<file path="src/rtl/jzjpcc_pkg.sv">
// ============================================================================
// Module : jzjpcc_pkg
// Brief  : Shared funct3 codes, response-owner states and arbiter defaults.
// Rev    : 1.0
// ============================================================================
`default_nettype none

package jzjpcc_pkg;

    localparam logic [2:0] F3_B  = 3'b000;
    localparam logic [2:0] F3_H  = 3'b001;
    localparam logic [2:0] F3_W  = 3'b010;
    localparam logic [2:0] F3_BU = 3'b100;
    localparam logic [2:0] F3_HU = 3'b101;

    localparam int DEFAULT_STARVE_LIMIT = 4;

    typedef enum logic [1:0] {
        IDLE      = 2'd0,
        FETCH_RSP = 2'd1,
        DATA_RSP  = 2'd2
    } owner_t;

endpackage

`default_nettype wire

</file>
<file path="src/rtl/jzjpcc_load_align.sv">
// ============================================================================
// Module : jzjpcc_load_align
// Brief  : Selects a byte/half/word from an SRAM word and sign/zero-extends it.
// Rev    : 1.0
// ============================================================================
`default_nettype none

module jzjpcc_load_align
    import jzjpcc_pkg::*;
(
    input  logic [31:0] i_word,
    input  logic [1:0]  i_offset,
    input  logic [2:0]  i_funct3,
    output logic [31:0] o_data
);

    logic [7:0]  w_byte;
    logic [15:0] w_half;

    always_comb begin
        w_byte = i_word[7:0];
        case (i_offset)
            2'd0: w_byte = i_word[7:0];
            2'd1: w_byte = i_word[15:8];
            2'd2: w_byte = i_word[23:16];
            2'd3: w_byte = i_word[31:24];
            default: w_byte = i_word[7:0];
        endcase
        w_half = i_offset[1] ? i_word[31:16] : i_word[15:0];
    end

    always_comb begin
        o_data = i_word;
        case (i_funct3)
            F3_B:    o_data = {{24{w_byte[7]}}, w_byte};
            F3_BU:   o_data = {24'd0, w_byte};
            F3_H:    o_data = {{16{w_half[15]}}, w_half};
            F3_HU:   o_data = {16'd0, w_half};
            default: o_data = i_word;
        endcase
    end

endmodule

`default_nettype wire

</file>
<file path="src/rtl/jzjpcc_sram_arbiter.sv">
// ============================================================================
// Module : jzjpcc_sram_arbiter
// Brief  : Shares one SRAM port between fetch and load/store with starvation guard.
// Rev    : 1.0
// ============================================================================
`default_nettype none

module jzjpcc_sram_arbiter
    import jzjpcc_pkg::*;
#(
    parameter int ADDR_WIDTH   = 30,
    parameter int STARVE_LIMIT = DEFAULT_STARVE_LIMIT
) (
    input  logic                  clock,
    input  logic                  reset,
    input  logic                  fetch_req,
    input  logic [31:0]           fetch_addr,
    output logic                  fetch_ready,
    output logic                  fetch_valid,
    output logic [31:0]           fetch_data,
    output logic                  fetch_error,
    input  logic                  data_req,
    input  logic                  data_write,
    input  logic [2:0]            data_funct3,
    input  logic [31:0]           data_addr,
    input  logic [31:0]           data_wdata,
    output logic                  data_ready,
    output logic                  data_valid,
    output logic [31:0]           data_rdata,
    output logic                  data_error,
    output logic [ADDR_WIDTH-1:0] sram_address,
    output logic [31:0]           sram_write_data,
    output logic                  sram_write_enable,
    output logic [3:0]            sram_byte_mask,
    input  logic [31:0]           sram_read_data
);

    localparam logic [3:0] c_limit = 4'(STARVE_LIMIT);

    owner_t                r_owner;
    owner_t                w_owner_next;
    logic [3:0]            r_starve_cnt;
    logic [2:0]            r_funct3;
    logic [1:0]            r_offset;
    logic                  r_error;
    logic                  r_write;
    logic [ADDR_WIDTH-1:0] r_last_addr;

    logic                  w_fetch_grant;
    logic                  w_data_grant;
    logic                  w_fetch_err;
    logic                  w_data_err;
    logic [31:0]           w_load_data;

    // Data wins unless fetch has been denied STARVE_LIMIT cycles in a row.
    assign w_fetch_grant = !reset && fetch_req && (!data_req || (r_starve_cnt == c_limit));
    assign w_data_grant  = !reset && data_req && !w_fetch_grant;
    assign fetch_ready   = w_fetch_grant;
    assign data_ready    = w_data_grant;

    assign w_fetch_err = |fetch_addr[1:0];

    always_comb begin
        w_data_err = 1'b0;
        case (data_funct3)
            F3_B, F3_BU: w_data_err = data_write && data_funct3[2];
            F3_H, F3_HU: w_data_err = data_addr[0] || (data_write && data_funct3[2]);
            F3_W:        w_data_err = |data_addr[1:0];
            default:     w_data_err = 1'b1;
        endcase
    end

    always_comb begin
        sram_write_enable = 1'b0;
        sram_byte_mask    = 4'b0000;
        sram_write_data   = 32'd0;
        if (w_data_grant && data_write && !w_data_err) begin
            sram_write_enable = 1'b1;
            case (data_funct3[1:0])
                2'b00: begin
                    sram_byte_mask  = 4'b0001 << data_addr[1:0];
                    sram_write_data = {4{data_wdata[7:0]}};
                end
                2'b01: begin
                    sram_byte_mask  = 4'b0011 << data_addr[1:0];
                    sram_write_data = {2{data_wdata[15:0]}};
                end
                default: begin
                    sram_byte_mask  = 4'b1111;
                    sram_write_data = data_wdata;
                end
            endcase
        end
    end

    always_comb begin
        sram_address = r_last_addr;
        if (reset)
            sram_address = '0;
        else if (w_fetch_grant)
            sram_address = fetch_addr[ADDR_WIDTH+1:2];
        else if (w_data_grant)
            sram_address = data_addr[ADDR_WIDTH+1:2];
    end

    always_comb begin
        w_owner_next = IDLE;
        if (w_fetch_grant)
            w_owner_next = FETCH_RSP;
        else if (w_data_grant)
            w_owner_next = DATA_RSP;
    end

    always_ff @(posedge clock) begin
        if (reset) begin
            r_owner      <= IDLE;
            r_starve_cnt <= 4'd0;
            r_funct3     <= 3'd0;
            r_offset     <= 2'd0;
            r_error      <= 1'b0;
            r_write      <= 1'b0;
            r_last_addr  <= '0;
        end else begin
            r_owner     <= w_owner_next;
            r_last_addr <= sram_address;
            if (!fetch_req || w_fetch_grant)
                r_starve_cnt <= 4'd0;
            else
                r_starve_cnt <= r_starve_cnt + 4'd1;
            if (w_fetch_grant) begin
                r_funct3 <= F3_W;
                r_offset <= fetch_addr[1:0];
                r_error  <= w_fetch_err;
                r_write  <= 1'b0;
            end else if (w_data_grant) begin
                r_funct3 <= data_funct3;
                r_offset <= data_addr[1:0];
                r_error  <= w_data_err;
                r_write  <= data_write;
            end
        end
    end

    jzjpcc_load_align u_load_align (
        .i_word   (sram_read_data),
        .i_offset (r_offset),
        .i_funct3 (r_funct3),
        .o_data   (w_load_data)
    );

    // Responses are gated by reset so a pending one never leaks out.
    assign fetch_valid = !reset && (r_owner == FETCH_RSP);
    assign fetch_error = fetch_valid && r_error;
    assign fetch_data  = (fetch_valid && !r_error) ? sram_read_data : 32'd0;
    assign data_valid  = !reset && (r_owner == DATA_RSP);
    assign data_error  = data_valid && r_error;
    assign data_rdata  = (data_valid && !r_error && !r_write) ? w_load_data : 32'd0;

endmodule

`default_nettype wire

</file>
<file path="config.mk">
export PLATFORM = sky130hd
export DESIGN_NAME = jzjpcc_sram_arbiter
export DESIGN_NICKNAME = d
export VERILOG_FILES = /design/src/rtl/jzjpcc_pkg.sv /design/src/rtl/jzjpcc_load_align.sv /design/src/rtl/jzjpcc_sram_arbiter.sv
export SDC_FILE = /design/constraint.sdc
export NUM_CORES = 1
export LEC_CHECK = 0
export BUFFER_PORTS_ARGS = -buffer_cell sky130_fd_sc_hd__buf_2
export CORE_AREA = 2 2 106 108
export CTS_CLUSTER_DIAMETER = 200
export DETAILED_ROUTE_END_ITERATION = 7
export DIE_AREA = 0 0 108 110
export GPL_ROUTABILITY_DRIVEN = 0
export PLACE_DENSITY = 0.67
export SETUP_SLACK_MARGIN = 0.02
export SYNTH_ARGS = -nofsm -noshare
export SYNTH_HDL_FRONTEND = slang
export SYNTH_SLANG_ARGS = --single-unit
</file>
<file path="constraint.sdc">
create_clock -name clock -period 6.25 [get_ports clock]
set_input_delay 1.875 -clock clock [delete_from_list [all_inputs] [get_ports clock]]
set_output_delay 1.875 -clock clock [all_outputs]
set_load 0.05 [all_outputs]
</file>
==> impl_metrics.ini <==
[synthesis]
yosys.area.top_type = dfxtp_1
ys_types = 46
ys_seq_elements = 43
yosysSeqAreaShare = 0.2427
yosysWarnings = 0
netlist.area_leader.share = 0.2427
synthArstFlopShare = 0
synth.area.top_cells = dfxtp_1, nand2_1, and2_1
postSynthCellCount = 507
synth_flop_cell = dfxtp_1
synthesis.nets = 645
synth_edf_count = 0
syn_area_um2 = 3547
postSynthAreaPerCell_um2 = 6.996

[clock_network]
path_clk_slew_ns = 0.08
cts_setup_buffers = 0
cts_made_buffers = 5
cts-hold-fix-buffers = 0
cts_tree = done
cts_resized = 0
root_buffer = clkbuf_8
clock-sinks = 43
h-tree-depth = 2
clock_path_buffers = 2
clk_latency_ns = 0.29

[global_route]
antenna_found_initial = 1
grt_max_degree = 37
track_usage = 0.2006
overflow = 0
grt_pass1_vias = 4028
grt_pass1_wl_mm = 19.37

[final_layout]
area_delta_synth_final_pct = 43.81
drive_above_1_share = 0.4221
final_common_cell = buf_2
final_cell_mix = buf_2, nand2_1, nor2_1, a21oi_1
layout.nets = 889

[sta]
setup_slack_ns = 0.6424
drv_slew = 0
slew_headroom = 0.4737
clock_skew_ns = 0.007540
hold_violations = 0
setup_viol_count_final = 0
layout_min_cycle_time_ns = 5.608
fmax_mhz = 178.3
worst_pin_slew_ns = 0.7846
period_share = 0.8972
rsz0062_at_grt = false
finalSetupTns_ns = 0

[worst_setup_path]
startpoint_type = input port
critPathCaptureType = output pin
critical_path.max_fanout = 35
cp.required_ns = 4.38
cp.arrival_ns = 3.73
crit_type = input port to output pin

[routing]
antenna_left = 0
dr.pass1.iters = 5
vias = 4579
drc_errors = 0
avgViaCountPerCell = 5.133
drt-initial-drc-count = 370
post_drt_wl_per_cell_um = 14.81
routed_wirelength_mm = 13.21

[pwr]
p_seq_frac = 0.358
ir_worst_vdd_mv = 0.1312
power.density_nw_per_um2 = 164.9
intPower_mw = 0.5169
p_sw_mw = 0.3246
p_comb_frac = 0.392
power_frac_clock = 0.250
p_sw_frac = 0.3857
p_leak_nw = 2.785

[floorplanning]
die_h_um = 110
die_x_um = 108
num_rows = 38
initial_utilization = 0.3316
core-area_um2 = 10700
ioPinCount = 273
fp.dieArea_um2 = 11880

[placement]
hpwl_mm = 10.43
port_buffers = 272
place_ws_ns = 0.6113

[outcome]
outcome = complete, no violations

[worst_hold_path]
hp-class = flip-flop to flip-flop

[flow_run]
maxCapViolations = 0
## flip-flops by register name (all words and copies together) (netlist names)
| name | cells |
|---|---|
| r_error | 1 |
| r_funct3 | 3 |
| r_last_addr | 30 |
| r_offset | 2 |
| r_owner | 2 |
| r_starve_cnt | 4 |
| r_write | 1 |
## synthesized netlist by cell type (2+ instances only)
cell type  number
mux4_2          8
and2_1         43
a32oi_1         2
mux2i_1        17
a21oi_1        46
mux2_2          3
nand3b_1        3
nand3_1         2
dfxtp_1        43
clkbuf_1       24
nor2_1         60
a2111oi_2       2
or2_2           2
buf_4           7
a22o_1          3
nand2_1        90
nor3_1         22
nand2b_1        4
buf_2          10
a221oi_1       10
o21ai_0        17
inv_1          15
and3b_1         2
a21o_1          7
nor3b_1         2
o22ai_1        15
a22oi_1        28
ha_1            2
## cells by family (layout without fill, tap and decap cells)
kind of cell,Yosys count,in the layout,share of synthesized area
other,0,1,0
AND/OR/NAND/NOR,237,237,0.3118
buffers and inverters,59,303,0.07372
AO/OA/AOI/OAI,136,136,0.2515
flip-flops,43,43,0.2427
adder cells (fa/ha/maj),2,2,0.007054
multiplexers,28,28,0.1083
XOR/XNOR,2,2,0.004939
## power groups by stage
stage / Combinational [mW] / Clock [mW] / Sequential (mW)
final: 0.330 / 0.210 / 0.301
after global placement: 0.326 / 0 / 0.307
after global routing: 0.356 / 0.225 / 0.303
after floorplan: 0.230 / 0 / 0.302
after CTS: 0.330 / 0.216 / 0.301
after detailed placement: 0.329 / 0 / 0.307
## per-stage QoR
step / hold slack [ns] / power, mW / utilization / std cells / cell area, um2
final: 0.4676 / 0.8414 / 0.4768 / 892 / 5101
after global routing: 0.4893 / 0.8842 / 0.4768 / 892 / 5101
after CTS: 0.4755 / 0.8475 / 0.4766 / 891 / 5099
after detailed placement: 0.4547 / 0.6365 / 0.4667 / 884 / 4992
after global placement: 0.4431 / 0.6329 / 0.4667 / 884 / 4992
after floorplan: 0.4300 / 0.5321 / - / 507 / 3592
## critical path: stages
cell and delay, ns:
buf_2 0.30, nor3b_1 0.38, and2b_1 0.66, and2_1 0.23, buf_2 0.27
## worst paths after layout
kind                                 startpoint  slack, ns         endpoint  depth (start not counted)
worst max register to register      r_funct3[1]       4.27      r_funct3[1]                          2
worst max-delay path                      reset       0.64    fetch_data[7]                          5
worst min-delay path            r_starve_cnt[0]       0.47  r_starve_cnt[0]                          1
worst min register to register  r_starve_cnt[0]       0.47  r_starve_cnt[0]                          1
## final cells by class
type / instances / area (um2)
Sequential cell: 43 / 860.8
Timing Repair Buffer: 280 / 1421
Inverter: 16 / 60.06
Clock buffer: 5 / 68.82
Antenna cell: 1 / 2.502
Fill cell: 1075 / 5597
Tap cell: 140 / 175.2
Clock inverter: 2 / 37.54
Multi-Input combinational cell: 405 / 2475
## routing by layer
layer / global-route usage / routed length (um) / up-vias
met2: 0.3670 / 6621 / 251
li1: - / - / 2258
met1: 0.2399 / 5388 / 2053
met5: 0 / 0 / -
met4: 0.06868 / 184 / 0
met3: 0.02998 / 1015 / 17
(Power assumes the default switching activity.)
